[src/rtl/frame_mem_arbiter_pkg.sv]
// rtl/frame_mem_arbiter_pkg.sv - shared FSM encoding, frame constants and pixel colour helper
package frame_mem_arbiter_pkg;

  localparam int H_ACTIVE         = 640;
  localparam int V_ACTIVE         = 480;
  localparam int FRAME_PIXELS     = H_ACTIVE * V_ACTIVE;
  localparam int FRAME_PIX_ADDR_W = 19;
  localparam int BYTE_ADDR_W      = FRAME_PIX_ADDR_W - 3;

  typedef enum logic [1:0] {
    ST_IDLE,
    ST_VGA_RD,
    ST_CLI_RD,
    ST_CLI_WR
  } arb_state_t;

  function automatic logic [7:0] pix_colour(input logic bit_val);
    return bit_val ? 8'hFF : 8'h00;
  endfunction

endpackage

[src/rtl/frame_mem_arbiter_pix_unpack.sv]
// rtl/frame_mem_arbiter_pix_unpack.sv - held display byte with write coherency and
// the two-stage bit-select / colour pipeline
module pix_unpack
  import frame_mem_arbiter_pkg::*;
#(
  parameter int BW = BYTE_ADDR_W
) (
  input  logic          clk,
  input  logic          rst,
  input  logic          i_cap,
  input  logic [BW-1:0] i_cap_addr,
  input  logic [7:0]    i_ram_rdata,
  input  logic          i_wr,
  input  logic [BW-1:0] i_wr_addr,
  input  logic [7:0]    i_wr_data,
  input  logic          i_en,
  input  logic [2:0]    i_ofs,
  input  logic          i_fetch,
  input  logic          i_drop,
  output logic          o_held_valid,
  output logic [BW-1:0] o_held_addr,
  output logic [7:0]    o_red,
  output logic [7:0]    o_green,
  output logic [7:0]    o_blue
);

  logic [7:0]    r_held_byte;
  logic          r_held_valid;
  logic [BW-1:0] r_held_addr;
  logic          r_en_d1;
  logic          r_fetch_d1;
  logic          r_drop_d1;
  logic [2:0]    r_bit_d1;
  logic [7:0]    r_colour;
  logic [7:0]    w_src_byte;
  logic          w_pix_bit;

  // A write landing on the byte being captured wins over the stale RAM read data.
  always_ff @(posedge clk or posedge rst) begin
    if (rst) begin
      r_held_byte  <= 8'h00;
      r_held_valid <= 1'b0;
      r_held_addr  <= '0;
    end else if (i_cap) begin
      r_held_addr  <= i_cap_addr;
      r_held_valid <= 1'b1;
      r_held_byte  <= (i_wr && (i_wr_addr == i_cap_addr)) ? i_wr_data : i_ram_rdata;
    end else if (i_wr && r_held_valid && (i_wr_addr == r_held_addr)) begin
      r_held_byte  <= i_wr_data;
    end
  end

  // A fetched pixel takes its byte straight off the RAM bus; a hit uses the held byte.
  assign w_src_byte = r_fetch_d1 ? i_ram_rdata : r_held_byte;
  assign w_pix_bit  = w_src_byte[r_bit_d1];

  always_ff @(posedge clk or posedge rst) begin
    if (rst) begin
      r_en_d1    <= 1'b0;
      r_fetch_d1 <= 1'b0;
      r_drop_d1  <= 1'b0;
      r_bit_d1   <= 3'd0;
      r_colour   <= 8'h00;
    end else begin
      r_en_d1    <= i_en;
      r_fetch_d1 <= i_fetch;
      r_drop_d1  <= i_drop;
      r_bit_d1   <= 3'd7 - i_ofs;
      r_colour   <= (r_en_d1 && !r_drop_d1) ? pix_colour(w_pix_bit) : 8'h00;
    end
  end

  assign o_held_valid = r_held_valid;
  assign o_held_addr  = r_held_addr;
  assign o_red        = r_colour;
  assign o_green      = r_colour;
  assign o_blue       = r_colour;

endmodule

[src/rtl/frame_mem_arbiter.sv]
// rtl/frame_mem_arbiter.sv - single-port frame RAM arbiter between VGA scan-out and a
// byte client, with starvation forcing
module frame_mem_arbiter
  import frame_mem_arbiter_pkg::*;
#(
  parameter int PIX_ADDR_W   = FRAME_PIX_ADDR_W,
  parameter int STARVE_LIMIT = 4
) (
  input  logic                  clk,
  input  logic                  rst,
  input  logic                  vga_en,
  input  logic [PIX_ADDR_W-1:0] vga_addr,
  output logic [7:0]            o_red,
  output logic [7:0]            o_green,
  output logic [7:0]            o_blue,
  output logic                  vga_underrun,
  input  logic                  cli_req,
  input  logic                  cli_we,
  input  logic [PIX_ADDR_W-4:0] cli_addr,
  input  logic [7:0]            cli_wdata,
  output logic                  cli_gnt,
  output logic                  cli_rvalid,
  output logic [7:0]            cli_rdata,
  output logic [PIX_ADDR_W-4:0] ram_addr,
  output logic                  ram_we,
  output logic [7:0]            ram_wdata,
  input  logic [7:0]            ram_rdata
);

  localparam int BW = PIX_ADDR_W - 3;
  localparam int CW = $clog2(STARVE_LIMIT + 1);
  localparam logic [CW-1:0] LIM = CW'(STARVE_LIMIT);

  arb_state_t    r_state;
  arb_state_t    w_state_nxt;
  logic [CW-1:0] r_starve;
  logic [BW-1:0] r_fetch_addr;
  logic [7:0]    r_rdata;
  logic [BW-1:0] w_byte_addr;
  logic [BW-1:0] w_held_addr;
  logic          w_held_valid;
  logic          w_tag_valid;
  logic [BW-1:0] w_tag_addr;
  logic          w_vga_need;
  logic          w_forced;

  assign w_byte_addr = vga_addr[PIX_ADDR_W-1:3];

  // A fetch still in flight already owns the byte, so it shadows the held tag.
  assign w_tag_valid = (r_state == ST_VGA_RD) || w_held_valid;
  assign w_tag_addr  = (r_state == ST_VGA_RD) ? r_fetch_addr : w_held_addr;
  assign w_vga_need  = vga_en && !(w_tag_valid && (w_tag_addr == w_byte_addr));

  always_ff @(posedge clk or posedge rst) begin
    if (rst) begin
      r_state      <= ST_IDLE;
      r_starve     <= '0;
      r_fetch_addr <= '0;
      r_rdata      <= 8'h00;
    end else begin
      r_state <= w_state_nxt;
      if (w_state_nxt == ST_VGA_RD) r_fetch_addr <= w_byte_addr;
      if (r_state == ST_CLI_RD) r_rdata <= ram_rdata;
      if (cli_gnt) r_starve <= '0;
      else if (cli_req && (r_starve < LIM)) r_starve <= r_starve + 1'b1;
    end
  end

  // The winner issues its RAM access combinationally in the same cycle.
  always_comb begin
    w_state_nxt  = ST_IDLE;
    w_forced     = 1'b0;
    cli_gnt      = 1'b0;
    vga_underrun = 1'b0;
    ram_addr     = '0;
    ram_we       = 1'b0;
    ram_wdata    = 8'h00;
    if (!rst) begin
      if (w_vga_need && ((r_starve < LIM) || !cli_req)) begin
        w_state_nxt = ST_VGA_RD;
        ram_addr    = w_byte_addr;
      end else if (cli_req) begin
        w_state_nxt  = cli_we ? ST_CLI_WR : ST_CLI_RD;
        w_forced     = w_vga_need;
        cli_gnt      = 1'b1;
        vga_underrun = w_vga_need;
        ram_addr     = cli_addr;
        ram_we       = cli_we;
        ram_wdata    = cli_we ? cli_wdata : 8'h00;
      end
    end
  end

  assign cli_rvalid = (r_state == ST_CLI_RD);
  assign cli_rdata  = cli_rvalid ? ram_rdata : r_rdata;

  pix_unpack #(
    .BW(BW)
  ) u_pix_unpack (
    .clk          (clk),
    .rst          (rst),
    .i_cap        (r_state == ST_VGA_RD),
    .i_cap_addr   (r_fetch_addr),
    .i_ram_rdata  (ram_rdata),
    .i_wr         (w_state_nxt == ST_CLI_WR),
    .i_wr_addr    (cli_addr),
    .i_wr_data    (cli_wdata),
    .i_en         (vga_en),
    .i_ofs        (vga_addr[2:0]),
    .i_fetch      (w_state_nxt == ST_VGA_RD),
    .i_drop       (w_forced),
    .o_held_valid (w_held_valid),
    .o_held_addr  (w_held_addr),
    .o_red        (o_red),
    .o_green      (o_green),
    .o_blue       (o_blue)
  );

endmodule

[config.mk]
export PLATFORM = sky130hd
export DESIGN_NAME = frame_mem_arbiter
export DESIGN_NICKNAME = d
export VERILOG_FILES = /design/src/rtl/frame_mem_arbiter_pkg.sv /design/src/rtl/frame_mem_arbiter_pix_unpack.sv /design/src/rtl/frame_mem_arbiter.sv
export SDC_FILE = /design/constraint.sdc
export NUM_CORES = 1
export LEC_CHECK = 0
export CAP_MARGIN = 20
export CORE_MARGIN = 2
export CORE_UTILIZATION = 40
export CTS_CLUSTER_SIZE = 14
export DETAILED_ROUTE_END_ITERATION = 8
export HOLD_SLACK_MARGIN = 0.06
export PLACE_DENSITY = 0.7
export SETUP_SLACK_MARGIN = 0.02
export SLEW_MARGIN = 10
export SYNTH_ARGS = -nofsm -noshare
export SYNTH_HDL_FRONTEND = slang
export SYNTH_SLANG_ARGS = --single-unit
[constraint.sdc]
create_clock -name clk -period 4.2 [get_ports clk]
set_input_delay 0.63 -clock clk [delete_from_list [all_inputs] [get_ports clk]]
set_output_delay 0.63 -clock clk [all_outputs]
set_load 0.01 [all_outputs]
Word-level counts from Yosys, hierarchy flattened
Index checks and enable logic that the tools add are counted.
{"block": "op_classes", "addsub": 2, "order_cmp": 2, "n_eq_ne": 7, "mux": 32, "reduce_logical": 15}
{"op": "$mux W8", "count": 11}
{"op": "$mux W16", "count": 4}
{"op": "$eq A16 B16 Y1", "count": 3}
{"op": "$mux W1", "count": 11}
{"op": "$logic_and A1 B1 Y1", "count": 8}
{"op": "$mux W2", "count": 3}
{"op": "$mux W3", "count": 2}
{"op": "$eq A2 B1 Y1 const B", "count": 2}
{"op": "$eq A2 B2 Y1 const B", "count": 2}
{"op": "$lt A3 B4 Y1 const B", "count": 1}
{"op": "$reduce_bool A2 Y1", "count": 2}
{"op": "$add A3 B1 Y3 const B", "count": 1}
{"op": "$bmux W1 S3", "count": 1}
{"op": "$logic_not A1 Y1", "count": 3}
{"op": "$lt A3 B3 Y1 const B", "count": 1}
{"op": "$sub A3 B3 Y3 const A", "count": 1}
{"op": "$logic_or A1 B1 Y1", "count": 2}
{"block": "word_totals", "regBits": 68, "output_inout_bits": 60, "word_cells": 70}

Depth between registers and ports, before layout
{"block": "depth", "word_depth": 14, "depth_mapped": 11, "ltp_nobuf": 7}

Cells and area by module
A second synthesis with hierarchy kept.
{"block": "unflattened", "cells_unflattened": 365, "hier_area_um2": 3931.3}
{"mod": "pix_unpack", "n_inst": 1, "cells_per_inst": 178, "area_each_um2": 1971.9, "seq_area_each_um2": 800.8}
{"mod": "frame_mem_arbiter", "n_inst": 1, "cells_per_inst": 187, "area_each_um2": 1959.4, "seq_area_each_um2": 725.7}

Least setup slack after synthesis
OpenSTA, ideal clock, no wires.
{"block": "synth_path", "path_kind": "input to output", "startpoint": "input port rst", "endpoint": "output port ram_addr[10]", "arrival_ns": 2.771, "path_slack_ns": 0.799, "cell_stages": 5, "n_path_buf": 2, "cell_sequence": "inv_1 -> and3_1 -> buf_6 -> buf_2 -> a22o_1"}
{"block": "synth_via", "elab_chain_len": 1}
{"element": "start: declaration", "line": "frame_mem_arbiter.sv:10", "source": "input logic rst,"}
{"element": "$mux W16", "line": "frame_mem_arbiter.sv:78", "source": "if (!rst) begin"}
{"element": "end: declaration", "line": "frame_mem_arbiter.sv:24", "source": "output logic [PIX_ADDR_W-4:0] ram_addr,"}
No other way between the ends.

Worst setup path in the final report
{"block": "layout_path", "startpoint": "input port vga_addr[14]", "endpoint": "output port ram_addr[1]"}
{"block": "layout_via", "elab_chain_len": 7}
{"element": "start: declaration", "line": "frame_mem_arbiter.sv:12", "source": "input logic [PIX_ADDR_W-1:0] vga_addr,"}
{"element": "$eq A16 B16 Y1", "line": "frame_mem_arbiter.sv:52", "source": "assign w_vga_need = vga_en && !(w_tag_valid && (w_tag_addr == w_byte_addr));"}
{"element": "$logic_and A1 B1 Y1", "line": "frame_mem_arbiter.sv:52"}
{"element": "$logic_not A1 Y1", "line": "frame_mem_arbiter.sv:52"}
{"element": "$logic_and A1 B1 Y1", "line": "frame_mem_arbiter.sv:52"}
{"element": "$logic_and A1 B1 Y1", "line": "frame_mem_arbiter.sv:79", "source": "if (w_vga_need && ((r_starve < LIM) || !cli_req)) begin"}
{"element": "$mux W16", "line": "frame_mem_arbiter.sv:79"}
{"element": "$mux W16", "line": "frame_mem_arbiter.sv:78"}
No other way between the ends.

==> results.py <==
metrics = {
    "sta": {
        "final.min_clock_period_ns": 4.002,
        "rsz0062_at_grt": "false",
        "setup_violations": 0,
        "finalHoldViolCount": 0,
        "post-route-period-util": 0.9528,
        "maxSlewHeadroom": 0.4882,
        "final_max_slew_viol_count": 0,
        "worst_pin_slew_ns": 0.7677,
        "final.setup.tns_ns": 0,
        "fmax_ghz": 0.2499,
        "fin_skew_ns": 0.01034,
    },
    "cts": {
        "clk_pin_slew_worst_paths_ns": 0.07,
        "clkLatencyLatePin_ns": 0.35,
        "cts_sinks": 61,
        "holdBufCountCts": 0,
        "numCtsBuffers": 9,
        "h-tree-depth": 3,
        "cts_buffer_depth": 2,
        "cts_tree": "done",
        "cts-root-buf": "clkbuf_8",
    },
    "routing": {
        "viasPerCell": 5.360,
        "vias": 3109,
        "drc_errors": 0,
        "drtIter0Drc": 132,
        "avgRoutedWirePerCell_um": 17.40,
        "firstDrtPassIters": 5,
        "routed_wl_mm": 10.09,
        "final_antenna_net_count": 0,
    },
    "synth": {
        "synth_nets": 421,
        "syn-cell-area_um2": 3766,
        "ys_ff_latch": 61,
        "synth_cell_types": 49,
        "synth_edf_count": 0,
        "ys_warn_count": 0,
        "syn_area_per_cell_um2": 10.35,
        "seq_area_frac_synth": 0.4053,
        "synth_cells": 364,
        "synthArstFlopShare": 1.000,
        "synth-main-ff-cell": "dfrtp_1",
    },
    "global_routing": {
        "track_usage": 0.2063,
        "first_global_vias": 3114,
        "grt_pass1_wl_mm": 16.04,
        "grt_max_degree": 62,
        "antenna_found_initial": 0,
        "grt_overflow": 0,
    },
    "final_layout": {
        "final_cell_mix": "114 x clkdlybuf4s50_1, 61 x dfrtp_1, 46 x nand2_1",
        "diodes": 0,
        "nets": 521,
        "drive_gt1_frac": 0.1322,
        "area_growth_pct": 36.61,
        "final_common_cell": "clkdlybuf4s50_1",
        "fillCellCount": 808,
    },
    "floorplan": {
        "dieArea_um2": 10210,
        "design.core.area_um2": 9196,
        "fp.dieH_um": 101.0,
        "boundaryPins": 116,
        "start_util": 0.4095,
        "die_width_um": 101.0,
        "row_count": 35,
    },
    "setup_path": {
        "start_kind": "input pin",
        "crit_chain": "clkdlybuf4s50_1 > xor2_1 > a2111oi_2 > a22oi_1 > a2111oi_4 > a31oi_1 > and3_1 > buf_12 > a22o_1 > clkdlybuf4s50_1",
        "end_kind": "primary output",
        "crit_top_cell": "clkdlybuf4s50_1",
        "cpPeakStageDelay_ns": 0.48,
        "cp_top_family": "compound AO/OA/AOI/OAI gates",
        "worstPathRequired_ns": 3.57,
        "crit_type": "in -> out",
        "worstPathMaxFanout": 33,
        "crit_buf_inv": 3,
        "cp.arrival_ns": 3.37,
        "cpMaxStageDelayCell": "clkdlybuf4s50_1",
    },
    "power": {
        "power_density_nw_per_um2": 488.1,
        "power_w": 0.002511,
        "p_leak_nw": 2.212,
        "vdd_ir_drop_max_mv": 0.1960,
    },
    "worst_hold_path": {
        "min_path_type": "reg -> reg",
    },
    "place": {
        "place_congestion": 0.9721,
        "port_buffers": 115,
        "hpwl_mm": 7.602,
    },
    "flow_run": {
        "drv_cap": 0,
    },
    "run_status": {
        "status": "complete, no violations",
    },
}
-- synthesized netlist by cell type, types with 4 or more instances --
master / number / area [µm²]
a21oi_1: 9 / 45.04
a221o_1: 6 / 60.06
a221oi_1: 4 / 35.03
a22o_1: 16 / 140.1
and2_1: 10 / 62.56
and3_1: 4 / 25.02
buf_2: 6 / 30.03
buf_4: 25 / 187.7
clkbuf_1: 5 / 18.77
dfrtp_1: 61 / 1526
inv_1: 25 / 93.84
mux2_2: 9 / 101.4
mux2_4: 12 / 180.2
mux2i_1: 4 / 40.04
mux4_2: 5 / 112.6
nand2_1: 46 / 172.7
nand4_1: 5 / 31.28
nor2_1: 7 / 26.28
nor4_1: 6 / 37.54
o21ai_0: 6 / 30.03
o22ai_1: 4 / 25.02
xnor2_1: 31 / 271.5
xor2_1: 17 / 148.9
-- per-layer routing --
layer | global-route usage | up-vias | routed length (µm)
met5 | 0 | - | 0
met4 | 0.07588 | 0 | 173
met3 | 0.03883 | 14 | 737
met2 | 0.3456 | 136 | 4923
met1 | 0.2658 | 1507 | 4260
li1 | - | 1452 | -
-- what timing repair did --
action	in CTS	in global routing
gates resized for setup	0	4
setup endpoints to repair	0	24
setup buffers	0	1
-- final cells by class --
cell class / instances / area [µm²] / share of cell area
multi-input combinational: 238 / 1879 / 0.3653
inverter: 25 / 93.84 / 0.01824
sequential: 61 / 1526 / 0.2967
tap: 111 / 138.9 / 0.02699
clock inverter: 7 / 98.84 / 0.01921
clock buffer: 9 / 123.9 / 0.02408
timing repair buffer: 129 / 1284 / 0.2495
-- final timing paths --
check | start | to | slack [ns] | depth (start not counted)
max reg2reg | r_state[1] | u_pix_unpack.r_held_byte[6] | 1.35 | 8
max | vga_addr[14] | ram_addr[1] | 0.20 | 10
min in group asynchronous | rst | u_pix_unpack.o_held_valid | 0.94 | 3
min | u_pix_unpack.r_en_d1 | u_pix_unpack.o_blue[6] | 0.49 | 1
min reg2reg | u_pix_unpack.r_en_d1 | u_pix_unpack.o_blue[6] | 0.49 | 1
max in group asynchronous | rst | u_pix_unpack.r_held_byte[3] | 2.77 | 3
-- sequential cells by signal, summed over array words and instances, names as in the netlist --
name,cells
u_pix_unpack.o_held_addr,16
u_pix_unpack.r_fetch_d1,1
r_starve,3
u_pix_unpack.o_blue,1
r_fetch_addr,16
u_pix_unpack.r_bit_d1,3
r_rdata,8
u_pix_unpack.r_drop_d1,1
u_pix_unpack.o_held_valid,1
u_pix_unpack.r_held_byte,8
u_pix_unpack.r_en_d1,1
r_state,2
-- through the flow --
stage,worst slack [ns],cell area (µm²),hold WS [ns],utilization,instances
2_1_floorplan,0.7986,3766,0.4564,-,364
3_3_place_gp,0.1590,4905,0.4730,0.5333,563
3_5_place_dp,0.1190,4905,0.4775,0.5333,563
4_1_cts,0.1258,5127,0.4927,0.5576,579
5_1_grt,0.05774,5145,0.5097,0.5595,580
6_report,0.1982,5145,0.4928,0.5595,580
-- cells by family (layout without fill, tap and decap cells) --
family	count (synthesis)	after routing	synth area share
muxes	33	33	0.1243
AOI/OAI and AO/OA	64	64	0.1372
xor gates and xnor gates	48	48	0.1116
DFF	61	61	0.4053
adders and majority gates	1	1	0.003322
buffers and inverters	65	170	0.09767
and+or+nand+nor	92	92	0.1206
-- power breakdown --
group / internal (W) / switching (W) / total (W)
combinational: 0.000556 / 0.000420 / 0.000976
sequential: 0.000764 / 0.000181 / 0.000945
clock: 0.000337 / 0.000253 / 0.000590
(Power assumes the default switching activity.)
